==> src/rtl/shr_seq.sv <==
// Sequential 16-bit right shifter: one bit per clock, up to 15 positions,
// in logical, arithmetic or rotate mode, with a start/busy/done handshake.
module shr_seq (
    input  logic        clk,
    input  logic        rst,
    input  logic        start,
    input  logic [15:0] in,
    input  logic [3:0]  amt,
    input  logic [1:0]  mode,
    output logic        busy,
    output logic        done,
    output logic [15:0] out
);

    localparam int unsigned W  = 16;
    localparam int unsigned AW = 4;

    localparam logic [1:0] MODE_SRA = 2'b01;
    localparam logic [1:0] MODE_ROR = 2'b10;

    typedef enum logic [1:0] {
        IDLE  = 2'd0,
        SHIFT = 2'd1,
        DONE  = 2'd2
    } state_e;

    state_e          state_q, state_d;
    logic [W-1:0]    w_q, w_d;
    logic [AW-1:0]   cnt_q, cnt_d;
    logic [1:0]      m_q, m_d;
    logic [W-1:0]    out_q, out_d;
    logic            fill;
    logic [W-1:0]    w_shift;

    // State and datapath registers
    always_ff @(posedge clk or posedge rst) begin
        if (rst) begin
            state_q <= IDLE;
            w_q     <= '0;
            cnt_q   <= '0;
            m_q     <= '0;
            out_q   <= '0;
        end else begin
            state_q <= state_d;
            w_q     <= w_d;
            cnt_q   <= cnt_d;
            m_q     <= m_d;
            out_q   <= out_d;
        end
    end

    // One-position right shift of the working register; mode 11 falls to zero fill
    always_comb begin
        case (m_q)
            MODE_SRA: fill = w_q[W-1];
            MODE_ROR: fill = w_q[0];
            default:  fill = 1'b0;
        endcase
        w_shift = {fill, w_q[W-1:1]};
    end

    // Next-state and datapath update
    always_comb begin
        state_d = state_q;
        w_d     = w_q;
        cnt_d   = cnt_q;
        m_d     = m_q;
        out_d   = out_q;
        case (state_q)
            IDLE: begin
                if (start) begin
                    w_d   = in;
                    cnt_d = amt;
                    m_d   = mode;
                    if (amt == AW'(0)) begin
                        state_d = DONE;
                        out_d   = in;
                    end else begin
                        state_d = SHIFT;
                    end
                end
            end
            SHIFT: begin
                w_d   = w_shift;
                cnt_d = AW'(cnt_q - AW'(1));
                if (cnt_q == AW'(1)) begin
                    state_d = DONE;
                    out_d   = w_shift;
                end
            end
            DONE: begin
                state_d = IDLE;
            end
            default: begin
                state_d = IDLE;
            end
        endcase
    end

    // Handshake outputs decoded from registered state only
    always_comb begin
        busy = (state_q != IDLE);
        done = (state_q == DONE);
        out  = out_q;
    end

endmodule

==> config.mk <==
export PLATFORM = sky130hd
export DESIGN_NAME = shr_seq
export DESIGN_NICKNAME = d
export VERILOG_FILES = /design/src/rtl/shr_seq.sv
export SDC_FILE = /design/constraint.sdc
export NUM_CORES = 1
export LEC_CHECK = 0
export ABC_CLOCK_PERIOD_IN_PS = 1870
export CORE_MARGIN = 4
export CORE_UTILIZATION = 45
export DETAILED_ROUTE_END_ITERATION = 10
export GPL_ROUTABILITY_DRIVEN = 1
export PLACE_DENSITY = 0.78
export SYNTH_ARGS = -nofsm -noshare
export SYNTH_HDL_FRONTEND = slang
export SYNTH_SLANG_ARGS = --single-unit
==> constraint.sdc <==
create_clock -name clk -period 1.87 [get_ports clk]
set_input_delay 0.187 -clock clk [delete_from_list [all_inputs] [get_ports clk]]
set_output_delay 0.187 -clock clk [all_outputs]
set_load 0.01 [all_outputs]
Word-level counts from Yosys, hierarchy flattened
Cells that the tools add are included.

Register bits: 40. Input bits: 25. Output and inout port bits: 18. Word-level logic and storage cells: 35.

$add $sub $neg: 1. Equality and inequality tests: 8. Muxes and demuxes: 13. Reductions and logical operators: 8.

Operator list (number): two-way mux 16 bit (4); case mux 16 bit (2 select lines) (2); case mux 4 bit (2 select lines) (1); two-way mux 2 bit (3); != test 2 bit (second input constant) (3); AND reduction 2 bit (3); == test 2 x 1 -> 1 bit (second input constant) (2); == test 2 bit (second input constant) (2); == test 4 x 1 -> 1 bit (second input constant) (1); zero test 4 bit (1); two-way mux 4 bit (1); case mux 2 bit (2 select lines) (1); AND reduction 4 bit (1); nonzero test 2 bit (2); subtractor 4 x 1 -> 4 bit (second input constant) (1); zero test 2 bit (1); case mux 1 bit (2 select lines) (1).

Longest topological paths before layout
Depth after elaboration: 4. Mapped depth: 6. Mapped depth without buffers: 5.

Worst setup path before layout
Ideal clock, no wire load.

Path kind: register to register. Start point: reg cnt_q[1]. End point: reg out_q[13] (netlist: out[13]). Library setup time: 0.125 ns. Data arrival time: 1.711 ns. Data required time: 1.745 ns. Slack: 0.034 ns. Cell stages (with the launch flop): 6. Buffers on the path: 0. Clock period less this slack: 1.836 ns. Cell sequence: dfrtp_1 > inv_1 > ha_1 > or3b_2 > o22ai_4 > mux2_2.

Word-level cells in the longest chain between the ends: 3.

RTL lines: start, declared (line 29) `logic [AW-1:0] cnt_q, cnt_d;`; start signal, assigned (line 46) `cnt_q <= cnt_d;`; == test 4 x 1 -> 1 bit (line 86) `if (cnt_q == AW'(1)) begin`; != test 2 bit (no source line); AND reduction 4 bit (no source line); end signal, assigned (line 48) `out_q <= out_d;`; end, declared (line 31) `logic [W-1:0] out_q, out_d;`.

Every way passes these cells. A chain may end at the register's enable or synchronous reset.

Worst setup path in the final report
Start point: reg cnt_q[1]. End point: reg out_q[7] (netlist: out[7]).

Same word-level chain as after synthesis.

==> impl_metrics.csv <==
group,metric,value,unit
power,p_clk_share,13.2,%
sta,fin_skew,0.00793,ns
global_routing,grt_pass1_vias,1358,
setup_path,critPathSlowestCell,"dfrtp_1",
setup_path,critical_path_class,"reg -> reg",
finish,multi_input_area,774,um^2
power,seq_power_share,38.6,%
drt,ant_nets,0,
setup_path,worstSetupEndpointType,"register",
sta,rsz0062_at_grt,"false",
drt,routedWlPerCell,13.9,um
power,p_sw_share,35.3,%
finish,drive_gt1_share,14.5,%
finish,diodes,0,
sta,fmax,0.565,GHz
sta,slew_viol_final,0,
power,irDropWorstVdd,0.000757,V
synthesis,ys.warnings.count,0,
sta,slew_headroom,67.3,%
setup_path,crit_fanout,7,
sta,post-route-period-util,94.6,%
cts,cts_htree_levels,2,
run,maxCapViolCount,0,
power,pwr_density_cell,1570,mW/mm^2
floorplan,core-area,0.00403,mm^2
finish,seq_area,0.00100,mm^2
global_routing,grt_antenna_before_repair,0,
place,globalplace.congestion,0.793,
sta,setup_tns,0,ns
synthesis,synth.most_common_cell,"dfrtp_1",
synthesis,netlist.area_leader.share,52.7,%
floorplan,rows,23,
synthesis,synth-async-reset-ratio,100,%
power,p_leak,1.12,nW
floorplan,io_pins,43,
finish,syn_to_final_growth,34.2,%
power,total_power,3.99,mW
cts,clock-sinks,40,
setup_path,cp_top_family,"flip-flops",
cts,max-clock-path-buffers,2,
worst_hold_path,min_path_type,"in -> async",
cts,cts_buffers,5,
cts,holdBufCountCts,0,
drt,drt-total-wl,3770,um
global_routing,grt_max_degree,41,
setup_path,reg2reg_slack,0.10,ns
synthesis,synth_nets,198,
synthesis,ys_seq_area_share,52.7,%
global_routing,grt_pass1_wl,6130,um
sta,hold_viol,0,
place,dp_hpwl,2720,um
setup_path,critPathLaunchType,"register",
finish,fin_util,63.2,%
setup_path,slowest_delay,0.39,ns
cts,cts_tree,"yes",
synthesis,yosys-top-cells-count,"dfrtp_1, mux2i_1, inv_1",
cts,cts-resized-gates,0,
floorplan,dieArea,0.00532,mm^2
synthesis,synthFlopType,"dfrtp_1",
synthesis,synth_top_area_cell,"dfrtp_1",
sta,min_period,1.77,ns
setup_path,crit_arrival,1.98,ns
power,power.share.combinational,48.2,%
floorplan,dieHeight,72.9,um
drt,vias,1338,
drt,viasPerCell,4.94,
outcome,status,"finished, final reports clean",
synthesis,synthCells,169,
synthesis,synth_top_cells_by_area,"dfrtp_1, mux2i_1, mux2_2",
cts,clk_pin_slew,0.07,ns
cts,cts-root-buf,"clkbuf_8",
drt,drt_iter0_drc,71,
power,p_int,2.58,mW
power,switchingPower,1.41,mW
cts,worstSkewPairLatency,0.29,ns
finish,nets,250,
sta,setup_viol,0,
setup_path,path_cells,"inv_2 -> ha_1 -> or3b_4 -> o22ai_4 -> clkbuf_16 -> mux2i_1",
global_routing,grtUsageTotal,15.3,%
sta,worst_pin_slew,0.491,ns
setup_path,timing.critical_path.buf_inv,2,
floorplan,start_util,47.1,%
setup_path,required,2.08,ns
global_routing,grt.overflow.total,0,
cts,post-cts-setup-buffer-count,0,
place,io_buffers,42,
drt,drtPass1Iterations,4,
floorplan,die_w,72.9,um
finish,nFillCells,331,
synthesis,synth_edf_count,0,
drt,drcViolationCount,0,
synthesis,synth.avg_cell_area,11.2,um^2
synthesis,synth_cell_type_count,31,
synthesis,synth-seq-cells,40,
synthesis,netlist_area,0.00190,mm^2
==> cell usage in the layout, fill, tap and decap left out, drive strengths merged <==
cell type      count
mux2               8
nor2               2
clkdlybuf4s50     42
nor2b              2
nand2             15
a21oi              4
o21ba              1
mux2i             28
and2b              1
o211ai             1
nand2b             1
nor3               1
nor3b              2
and3b              1
dfrtp             40
or3b               2
buf               11
a22oi              1
inv               21
a32o               1
nand3b             1
or4                1
o21ai             16
a22o               1
o21bai             1
clkbuf             7
clkinv             1
a211oi             2
o22ai              2
ha                 4
==> layer usage <==
metal | up-vias | part of all wire, % | GRT usage (%)
li1 | 673 | - | -
met1 | 632 | 46 | 19.8
met2 | 29 | 47 | 23.5
met3 | 4 | 5.5 | 4.96
met4 | 0 | 1.7 | 6.76
met5 | - | 0 | 0
==> final timing paths <==
| kind | cells after the start | startpoint | endpoint |
|---|---|---|---|
| min in group clk | 2 | w_q[5] | w_q[5] |
| max in group asynchronous | 3 | rst | w_q[11] |
| worst min-delay path | 3 | rst | w_q[3] |
| worst min register to register | 2 | w_q[5] | w_q[5] |
| worst max-delay path | 6 | cnt_q[1] | out[7] |
| worst max register to register | 6 | cnt_q[1] | out[7] |
==> state kept, by name, indices dropped and copies added (netlist names) <==
name     flops
w_q         16
out         16
m_q          2
cnt_q        4
state_q      2
==> metrics by stage <==
stage	area [um^2]	hold slack [ns]	worst slack, ns	std cells
6_report	2550	0.319	0.101	271
5_1_grt	2550	0.357	0.0126	271
3_5_place_dp	2440	0.473	-0.0247	263
4_1_cts	2520	0.331	0.0387	270
2_1_floorplan	1900	0.337	0.0343	169
3_3_place_gp	2440	0.460	0.0155	263
==> area by class of cell <==
type / count / share of cell area (%)
clock inverters: 1 / 0.196
well taps: 50 / 2.46
inverters: 21 / 3.09
repair buffers: 54 / 21.7
clock buffers: 6 / 2.85
multi-input cells: 99 / 30.4
flip-flops and latches: 40 / 39.3
==> power by group through the flow <==
stage               clock network [mW]  logic (mW)  registers (mW)
floorplan                            0        1.12            1.57
global placement                     0        1.86            1.54
detailed placement                   0        1.91            1.55
CTS                              0.547        1.92            1.54
global route                     0.590        2.15            1.60
finish                           0.527        1.92            1.54
==> worst reg2reg max path: cells and delay by family, from the launching register on <==
kind                       cells  cell delay [ns]
AOI/OAI and AO/OA              1             0.29
adders and majority gates      1             0.13
buffers and inverters          2             0.29
and+or+nand+nor                1             0.39
DFF                            1             0.39
muxes                          1             0.20
==> cell families (layout without fill, tap and decap cells) <==
kind of cell,count (synthesis),count (layout),synth area share [%]
adder cells (fa/ha/maj),4,4,2.64
buffers and inverters,30,82,6.79
multiplexers,36,36,19.5
AND/OR/NAND/NOR,29,29,8.17
AO/OA/AOI/OAI,30,30,10.2
flip-flops,40,40,52.7
Power figures use the tool's default switching activity.
